<file path="src/rtl/stage_sequencer.sv">
// Multi-cycle instruction stage sequencer: walks IF/ID/EX/MEM/WB per instruction class,
// with stall freeze, per-stage wait timeout into a sticky HALT, and a retire counter.
module stage_sequencer #(
  parameter int unsigned OP_WIDTH    = 6,
  parameter int unsigned FUNCT_WIDTH = 6,
  parameter int unsigned TIMEOUT     = 16,
  parameter int unsigned CNT_W       = 32
) (
  input  logic                   clk,
  input  logic                   rst,
  input  logic [OP_WIDTH-1:0]    op_code,
  input  logic [FUNCT_WIDTH-1:0] funct,
  input  logic                   inst_ready,
  input  logic                   mem_ready,
  input  logic                   stall,
  output logic                   if_en,
  output logic                   id_en,
  output logic                   ex_en,
  output logic                   mem_en,
  output logic                   wb_en,
  output logic                   inst_read_en,
  output logic                   mem_req,
  output logic [2:0]             stage,
  output logic                   retired,
  output logic [CNT_W-1:0]       retire_count,
  output logic                   timeout_err
);

  localparam int unsigned WaitW = (TIMEOUT < 2) ? 1 : $clog2(TIMEOUT + 1);

  typedef enum logic [2:0] {
    StIdle = 3'd0,
    StIf   = 3'd1,
    StId   = 3'd2,
    StEx   = 3'd3,
    StMem  = 3'd4,
    StWb   = 3'd5,
    StHalt = 3'd7
  } state_e;

  state_e           state_q, state_d;
  logic [WaitW-1:0] wait_q, wait_d;
  logic             store_q, store_d;
  logic [CNT_W-1:0] cnt_q, cnt_d;
  logic             err_q, err_d;

  logic is_rtype, is_load, is_store, is_branch, timeout_hit, waiting;

  // Link jumps (JAL, JALR) and everything unlisted share the plain EX->WB path.
  always_comb begin
    is_rtype  = (op_code == '0);
    is_load   = (op_code >= OP_WIDTH'(32'h20)) && (op_code <= OP_WIDTH'(32'h25));
    is_store  = (op_code == OP_WIDTH'(32'h28)) || (op_code == OP_WIDTH'(32'h29)) ||
                (op_code == OP_WIDTH'(32'h2B));
    is_branch = (op_code == OP_WIDTH'(32'h01)) || (op_code == OP_WIDTH'(32'h02)) ||
                ((op_code >= OP_WIDTH'(32'h04)) && (op_code <= OP_WIDTH'(32'h07))) ||
                (is_rtype && (funct == FUNCT_WIDTH'(32'h08)));
  end

  assign timeout_hit = (TIMEOUT != 0) && (wait_q == WaitW'(TIMEOUT));

  always_comb begin
    state_d      = state_q;
    store_d      = store_q;
    if_en        = 1'b0;
    id_en        = 1'b0;
    ex_en        = 1'b0;
    mem_en       = 1'b0;
    wb_en        = 1'b0;
    inst_read_en = 1'b0;
    mem_req      = 1'b0;
    retired      = 1'b0;
    waiting      = 1'b0;
    case (state_q)
      StIdle: state_d = StIf;
      StIf: begin
        inst_read_en = 1'b1;
        if (!stall) begin
          if (inst_ready) begin
            if_en   = 1'b1;
            state_d = StId;
          end else if (timeout_hit) begin
            state_d = StHalt;
          end else begin
            waiting = 1'b1;
          end
        end
      end
      StId: begin
        if (!stall) begin
          id_en   = 1'b1;
          state_d = StEx;
        end
      end
      StEx: begin
        if (!stall) begin
          ex_en   = 1'b1;
          store_d = is_store;
          if (is_load || is_store) begin
            state_d = StMem;
          end else if (is_branch) begin
            retired = 1'b1;
            state_d = StIf;
          end else begin
            state_d = StWb;
          end
        end
      end
      StMem: begin
        mem_req = 1'b1;
        if (!stall) begin
          if (mem_ready) begin
            mem_en  = 1'b1;
            retired = store_q;
            state_d = store_q ? StIf : StWb;
          end else if (timeout_hit) begin
            state_d = StHalt;
          end else begin
            waiting = 1'b1;
          end
        end
      end
      StWb: begin
        if (!stall) begin
          wb_en   = 1'b1;
          retired = 1'b1;
          state_d = StIf;
        end
      end
      StHalt: state_d = StHalt;
      default: state_d = StIdle;
    endcase

    // The wait counter restarts whenever the state changes.
    if (state_d != state_q) begin
      wait_d = '0;
    end else if (waiting) begin
      wait_d = wait_q + WaitW'(1);
    end else begin
      wait_d = wait_q;
    end
    cnt_d = cnt_q + CNT_W'(retired);
    err_d = err_q | (state_d == StHalt);
  end

  always_ff @(posedge clk or posedge rst) begin
    if (rst) begin
      state_q <= StIdle;
      wait_q  <= '0;
      store_q <= 1'b0;
      cnt_q   <= '0;
      err_q   <= 1'b0;
    end else begin
      state_q <= state_d;
      wait_q  <= wait_d;
      store_q <= store_d;
      cnt_q   <= cnt_d;
      err_q   <= err_d;
    end
  end

  assign stage        = state_q;
  assign retire_count = cnt_q;
  assign timeout_err  = err_q;

endmodule
</file>
<file path="config.mk">
export PLATFORM = sky130hd
export DESIGN_NAME = stage_sequencer
export DESIGN_NICKNAME = d
export VERILOG_FILES = /design/src/rtl/stage_sequencer.sv
export SDC_FILE = /design/constraint.sdc
export NUM_CORES = 1
export LEC_CHECK = 0
export CAP_MARGIN = 20
export CORE_AREA = 2 2 91 93
export CTS_BUF_LIST = sky130_fd_sc_hd__clkbuf_4 sky130_fd_sc_hd__clkbuf_8
export DETAILED_ROUTE_END_ITERATION = 16
export DIE_AREA = 0 0 93 95
export PLACE_DENSITY = 0.57
export SKIP_LAST_GASP = 1
export SYNTH_ARGS = -nofsm -noshare
export SYNTH_HDL_FRONTEND = slang
export SYNTH_SLANG_ARGS = --single-unit
</file>
<file path="constraint.sdc">
create_clock -name clk -period 5.2 [get_ports clk]
set_input_delay 1.3 -clock clk [delete_from_list [all_inputs] [get_ports clk]]
set_output_delay 1.3 -clock clk [all_outputs]
set_load 0.005 [all_outputs]
</file>
# Word-level counts from Yosys, hierarchy flattened
# Cells that the tools add are included.
# word_totals
elab_cells	79
ff_bits	42
output_inout_bits	44
# classes
n_mux	38
reduce_logical	13
n_eq_ne	15
add_sub_neg	2
bitwise_logic	2
magnitude_cmp	4
# op_table
operator	n
$mux 3	11
$add 32x1->32	1
$mux 1	22
$pmux 3 s7	1
$eq 6x6->1 const B	3
$eq 3x3->1 const B	4
$mux 5	2
$eq 3x2->1 const B	2
$eq 6x1->1 const B	1
$eq 6x2->1 const B	1
$eq 6x4->1 const B	1
$ge 6x3->1 const B	1
$ge 6x6->1 const B	1
$le 6x3->1 const B	1
$le 6x6->1 const B	1
$logic_not 6->1	1
$logic_or 1x1->1	6
$add 5x1->5 const B	1
$eq 5x5->1 const B	1
$eq 3x1->1 const B	1
$logic_and 1x1->1	3
$logic_not 3->1	1
$ne 3x3->1	1
$pmux 1 s3	1
other kinds (5)	5

# Longest topological paths before layout
# logic_depth
depth_word	10
mapped_depth	11

# Worst setup path after synthesis
# No wires, ideal clock.
# synth_timing
path_type	input port to flip-flop
start	input funct[1]
end	register cnt_q[10] (netlist: retire_count[10])
path_buffers	1
arrival_ps	3411
setup_time_ps	124
required_ps	5076
slack_ps	1665
cell_stages	10
cell_sequence	nor4b_1 a211oi_1 o31ai_1 ha_1 ha_1 buf_2 inv_1 nor3_1 nand3_1 xnor2_1
# synth_via
elab_chain_cells	8
# synth_rtl
element	line_no	source
start, declared	12	input logic [FUNCT_WIDTH-1:0] funct,
$eq 6x4->1	57	(is_rtype && (funct == FUNCT_WIDTH'(32'h08)));
$logic_and 1x1->1	57	
$logic_or 1x1->1	56	((op_code >= OP_WIDTH'(32'h04)) && (op_code <= OP_WIDTH'(32'h07))) ||
$mux 1	101	end else if (is_branch) begin
$mux 1	99	if (is_load || is_store) begin
$mux 1	96	if (!stall) begin
$pmux 1 s3	74	case (state_q)
via retired	24	output logic retired,
$add 32x1->32	142	cnt_d = cnt_q + CNT_W'(retired);
via cnt_d[10]	44	logic [CNT_W-1:0] cnt_q, cnt_d;
end signal, assigned	157	cnt_q <= cnt_d;
end, declared	44	
# The timed path passes the listed nets, and every way through them passes these cells.
# A chain may end at the register's enable or synchronous reset.

# Worst setup path in the final report
# layout_timing
start	input stall
end	output retired
# layout_via
elab_chain_cells	2
elab_cells_between_ends	4
# layout_rtl
element	line_no	source
start, declared	15	input logic stall,
$mux 1, on equally long branches	124, 111, 96	
$pmux 1 s3 (*)	74	
end, declared	24	
# Mark *: on every way between the ends. The rest lies on a longest branch, timed or not.

==> flow_metrics.env <==
export IMPL_grt_max_degree=23
export IMPL_syn_avg_cell_area_um2=10.8
export IMPL_clkLatencyLatePin_ps=290
export IMPL_gp_congestion=0.766
export IMPL_drive_gt1_share_pct=9.25
export IMPL_nets=301
export IMPL_criticalPathCategory="in -> out"
export IMPL_rows=33
export IMPL_first_pass_iters=4
export IMPL_relSlewSlack_pct=46.7
export IMPL_antenna_found_initial=0
export IMPL_rsz0062_at_grt="false"
export IMPL_instances_no_fill=386
export IMPL_diodes=0
export IMPL_cts_root_buf="clkbuf_8"
export IMPL_cellLeakagePower_nw=1.34
export IMPL_status="finished, final reports clean"
export IMPL_route_detailed_drc=0
export IMPL_critPathRequiredTime_ps=3900
export IMPL_syn2layout_area_growth_pct=33.8
export IMPL_tightest_slew_ps=798
export IMPL_seq_area_frac_synth_pct=44.4
export IMPL_synth_ff_type="dfrtp_1"
export IMPL_setup_viol=0
export IMPL_dr_total_vias=1898
export IMPL_synth_fa_ha_area_share_pct=2.12
export IMPL_tritoncts="yes"
export IMPL_multi_input_area_um2=1240
export IMPL_post_cts_setup_buffers=0
export IMPL_die_area_um2=8840
export IMPL_slew_violations=0
export IMPL_synth_mux_area_share_pct=1.80
export IMPL_min_path_type="reg -> reg"
export IMPL_synth_cell_area_um2=2370
export IMPL_finalSetupTns_ps=0
export IMPL_crit_top_cell="clkdlybuf4s50_1"
export IMPL_ys_seq_elements=42
export IMPL_synth_simple_area_share_pct=28.7
export IMPL_period_needed_ps=4490
export IMPL_yosysWarnings=0
export IMPL_timing_final_crit_share_pct=86.3
export IMPL_grt_pass1_wl_um=8750
export IMPL_cts_path_max_buffers=2
export IMPL_ir_drop_mv=0.128
export IMPL_cts_buffers=5
export IMPL_drtAntennaViolNets=0
export IMPL_cpMaxStageDelayCell="clkdlybuf4s50_1"
export IMPL_synth_compound_area_share_pct=7.24
export IMPL_async_reset_ff_share_pct=100
export IMPL_postCtsResizedCells=0
export IMPL_p_per_area_nw_per_um2=293
export IMPL_vias_per_cell=4.92
export IMPL_die_w_um=93
export IMPL_dp_hpwl_um=3900
export IMPL_arrival_ps=3190
export IMPL_pin_count=61
export IMPL_core_um2=7930
export IMPL_slowest_delay_ps=580
export IMPL_finalCoreUtilization_pct=39.9
export IMPL_htree_levels=2
export IMPL_cp_start_kind="input pin"
export IMPL_syn_num_nets=241
export IMPL_cp_cell_sequence="clkdlybuf4s50_1 > nand4bb_1 > o31ai_1 > clkdlybuf4s50_1"
export IMPL_cts_hold_buffers=0
export IMPL_track_usage_pct=12.3
export IMPL_path_buf_inv=2
export IMPL_cp_max_fo=8
export IMPL_wl_um=5220
export IMPL_synth_cells=220
export IMPL_cts_sinks=42
export IMPL_grt_pass1_vias=1758
export IMPL_final_common_cell="clkdlybuf4s50_1"
export IMPL_io_buffers=60
export IMPL_synth_xor_area_share_pct=12.6
export IMPL_dp_cells=378
export IMPL_wire_per_inst_um=13.5
export IMPL_final_cell_mix="clkdlybuf4s50_1 (60), dfrtp_1 (42), xor2_1 (17), xnor2_1 (17), nand2_1 (15)"
export IMPL_synth_cell_types=48
export IMPL_start_util_pct=29.8
export IMPL_fp_dieH_um=95
export IMPL_clk_pin_slew_ps=70
export IMPL_seqCellArea_um2=1050
export IMPL_path_delay_family="buffers and inverters"
export IMPL_finalClockSkew_ps=7.31
export IMPL_max_freq_ghz=0.223
export IMPL_grt_ovfl_total=0
export IMPL_synth_top_family_by_area="simple AND/OR/NAND/NOR gates"
export IMPL_finalHoldViolCount=0
export IMPL_fillers=805
export IMPL_synth_edf_count=0
export IMPL_cap_violations=0
export IMPL_drtIter0Drc=70
export IMPL_critPathCaptureType="output port"
==> final cells by class <==
cell class,instances,share of cell area [%]
multi-input combinational,163,39.2
sequential,42,33.2
timing repair buffer,61,19.2
tap,105,4.15
clock buffer,8,3.48
inverter,7,0.830
==> layer usage <==
metal	part of all wire, %	wire (um)	GRT usage, %	up-vias
met5	0	0	0	-
li1	-	-	-	915
met2	46	2390	18.2	41
met3	4.5	233	3.19	5
met4	1.1	56	3.31	0
met1	49	2540	17.9	937
==> worst register-to-register path: cells and delay by family, from the launching register on <==
kind	cells	cell delay, ps
AOI/OAI and AO/OA	1	420
adders and majority gates	2	670
buffers and inverters	1	110
and+or+nand+nor	3	1020
xor gates and xnor gates	1	150
DFF	1	700
==> per-stage QoR <==
| step | setup WS, ps | total power [mW] | hold WS, ps | cell area (um^2) |
|---|---|---|---|---|
| CTS | 672 | 0.941 | 473 | 3170 |
| global route | 474 | 0.988 | 491 | 3170 |
| detailed placement | 697 | 0.696 | 455 | 3060 |
| floorplan | 1660 | 0.566 | 463 | 2370 |
| finish | 711 | 0.929 | 466 | 3170 |
| global placement | 733 | 0.696 | 454 | 3060 |
==> sequential cells by signal, indices dropped and copies added (netlist names) <==
register / count
timeout_err: 1
wait_q: 5
stage: 3
store_q: 1
retire_count: 32
==> where the power goes <==
group          switching, mW  internal, mW
logic                  0.106         0.150
registers             0.0713         0.359
clock network          0.107         0.134
==> final timing paths <==
kind / startpoint / end / slack (ps) / cells past startpoint
setup / recovery: stall / retired / 710 / 4
hold / removal: retire_count[31]$_DFF_PP0_ / retire_count[31]$_DFF_PP0_ / 470 / 1
setup reg to reg: stage[1]$_DFF_PP0_ / retire_count[10]$_DFF_PP0_ / 2020 / 8
hold reg to reg: retire_count[31]$_DFF_PP0_ / retire_count[31]$_DFF_PP0_ / 470 / 1
max in group asynchronous: rst / wait_q[3]$_DFFE_PP0P_ / 2960 / 3
min in group asynchronous: rst / retire_count[8]$_DFF_PP0_ / 1450 / 2
==> Yosys cell counts, types with 3 or more instances <==
cell type,n,area [um^2]
dfrtp_1,42,1050
xnor2_1,17,149
xor2_1,17,149
nand2_1,15,56.3
nand3_1,10,50.1
nor2_1,10,37.5
nand4_1,8,50.1
inv_1,7,26.3
nor3_1,7,35.0
nor4_2,7,87.6
o211ai_1,6,45.0
nand2b_1,5,31.3
and3_1,4,25.0
ha_1,4,50.1
a21oi_1,3,15.0
and2_1,3,18.8
and4_1,3,26.3
buf_2,3,15.0
clkbuf_1,3,11.3
nand4_4,3,63.8
nor2b_1,3,18.8
o21ai_0,3,15.0
or3_1,3,18.8
==> cells by family after synthesis <==
kind of cell | count (synthesis)
and+or+nand+nor | 97
DFF | 42
xor gates and xnor gates | 34
AOI/OAI and AO/OA | 24
buffers and inverters | 15
muxes | 4
adders and majority gates | 4
Note: power is estimated with default switching activity, not from simulation.
==> patch, RTL diff (config.mk and constraints unchanged) <==
`FUNCT_WIDTH`: 6 -> 12.
--- a/src/rtl/stage_sequencer.sv
+++ b/src/rtl/stage_sequencer.sv
@@ -3,5 +3,5 @@
 module stage_sequencer #(
   parameter int unsigned OP_WIDTH    = 6,
-  parameter int unsigned FUNCT_WIDTH = 6,
+  parameter int unsigned FUNCT_WIDTH = 12,
   parameter int unsigned TIMEOUT     = 16,
   parameter int unsigned CNT_W       = 32
Interface: changed (resized funct); port bits go from 61 to 67. The function was not compared with the original's and may differ.
==> patch against the unedited design <==
  * Sequential share of layout area is 0.052 points lower
  * Cell count increased by 1.8%
  * Fmax is 1.8% lower
  * Synthesized cell count decreased by 1.4%
  * Synthesized area down 3.6%
  * Design area grew 0.16%
  * Critical path depth stayed put
  * Non-clock buffer count is 6 higher
  * Total power grew 2.1%
  * Wire length down 2.5%
  * Sequential cell count stayed put
  * Sequential power is 1% lower
  * Setup slack got worse by 0.082 ns
==> patch: results (changes against the unedited design) <==
Cells and area:
- The layout multi-input combinational cell count came to 164 (+0.61%).
- The share of cells above drive strength 1 is 7.64% (-1.6 points).
- The combined area of the multi-input logic cells is 1190 sq um (-4.3%).
- The share of the final layout cell area in sequential cells was 33.1% (-0.052 points).

Synth:
- The net count after synthesis is 244 (+1.2%).
- The portion of the post-synthesis area used by sequential elements is 46.1% (+1.7 points).
- The number of distinct library cell variants in the gate-level netlist after synthesis came to 51 (+6.3%).
- After synthesis, the cell types taking the most area are sky130_fd_sc_hd__dfrtp_1, sky130_fd_sc_hd__xnor2_1, sky130_fd_sc_hd__nand2_1, sky130_fd_sc_hd__nand3_1, sky130_fd_sc_hd__nand4_1.
- Counting instances in the post-synthesis netlist gives the leading cell types as sky130_fd_sc_hd__dfrtp_1, sky130_fd_sc_hd__xnor2_1, sky130_fd_sc_hd__nand2_1.

Pwr:
- The leakage power total came to 1.30 nW (-3.1%).
- The sequential share of power is 44.8% (-1.6 points).
- The largest voltage drop on the vdd net came to 0.197 mV (+54%).
- The combinational gate power came to 0.273 mW (+6%).

Detailed routing:
- The routed wire length is 5080 microns (-2.5%).
- The vias after detailed routing is 1848 (-2.6%).

Worst setup path:
- The data arrival time of the critical path was 3.27 ns (+0.08 ns).
- The largest stage delay on the critical path is 0.64 ns (+0.06 ns).
- The maximum net fanout on the critical path was 13 (+5).

Timing:
- The post-route clock skew came to 0.00473 ns (-0.00258 ns).
- The headroom to the max-slew limit was 61.9% (+15 points).

Global route:
- The largest net degree at the start of global routing came to 43 (+87%).
- The combined global-route utilization of all metal layers is 12.2% (-0.12 points).
- The wire length of the first global-routing pass is 8660 microns (-1.0%).

Status:
- The run finished with clean final reports.

Place:
- The count of port buffers added during placement came to 66 (+10%).
- The placer congestion estimate is 0.789 (+3.0%).
[patch: cell types whose count changed in the layout (fill, tap and decap cells not counted), moves of 3 or more]
cell	delta
sky130_fd_sc_hd__nand2b_1	-3
sky130_fd_sc_hd__nor4bb_1	+4
sky130_fd_sc_hd__clkbuf_8	-3
sky130_fd_sc_hd__nand3_1	+3
sky130_fd_sc_hd__nor4_2	-7
sky130_fd_sc_hd__clkdlybuf4s50_1	+6
sky130_fd_sc_hd__nand2_1	+3
sky130_fd_sc_hd__xor2_1	-10
sky130_fd_sc_hd__o211ai_1	-3
sky130_fd_sc_hd__nand4_4	-3
sky130_fd_sc_hd__xnor2_1	+10
[patch: path summary, 6_finish.rpt]
check                            start                to  slack (ns)  cells after the start
setup / recovery                 stall             if_en        0.63                      4
hold / removal             timeout_err       timeout_err        0.48                      1
setup reg to reg              stage[2]  retire_count[28]        2.17                     11
hold reg to reg            timeout_err       timeout_err        0.48                      1
max in group asynchronous          rst       timeout_err        3.39                      3
min in group asynchronous          rst   retire_count[0]        1.43                      3
[patch: kinds of logic (layout without fill, tap and decap cells)]
family | after synthesis | in the layout | synth area share, %
mux | 2 | 2 | 0.878
flops | 42 | 42 | 46.1
buf+inv | 11 | 82 | 1.92
fa+ha+maj | 4 | 4 | 2.19
compound gates | 26 | 26 | 8.78
xor+xnor | 34 | 34 | 13.1
simple gates | 98 | 98 | 27.1
[patch: metal layers]
metal,track usage [%],part of all wire (%),up-vias
li1,-,-,928
met1,16.5,48,868
met2,20.3,48,49
met3,2.55,4.2,3
met4,2.57,0.30,0
met5,0,0,-
[patch: metrics by stage]
stage | cells | utilization, % | instance area, sq um | setup WS (ns) | power (mW)
after global routing | 393 | 40.0 | 3170 | 0.555 | 1.01
after detailed placement | 385 | 38.6 | 3060 | 0.672 | 0.705
after floorplan | 217 | - | 2280 | 1.71 | 0.567
final | 393 | 40.0 | 3170 | 0.629 | 0.949
after CTS | 393 | 40.0 | 3170 | 0.659 | 0.966
after global placement | 385 | 38.6 | 3060 | 0.716 | 0.706
[patch: worst register-to-register path, cell delays in order (launching register included)]
cell and delay, ns:
sky130_fd_sc_hd__dfrtp_1 0.68, sky130_fd_sc_hd__nor4b_1 0.38, sky130_fd_sc_hd__and2_1 0.20, sky130_fd_sc_hd__a21oi_1 0.07, sky130_fd_sc_hd__nand2_1 0.11, sky130_fd_sc_hd__ha_1 0.23
sky130_fd_sc_hd__ha_1 0.28, sky130_fd_sc_hd__nand2_1 0.12, sky130_fd_sc_hd__nor3_4 0.27, sky130_fd_sc_hd__and4_4 0.31, sky130_fd_sc_hd__nand4_1 0.12, sky130_fd_sc_hd__xnor2_1 0.15
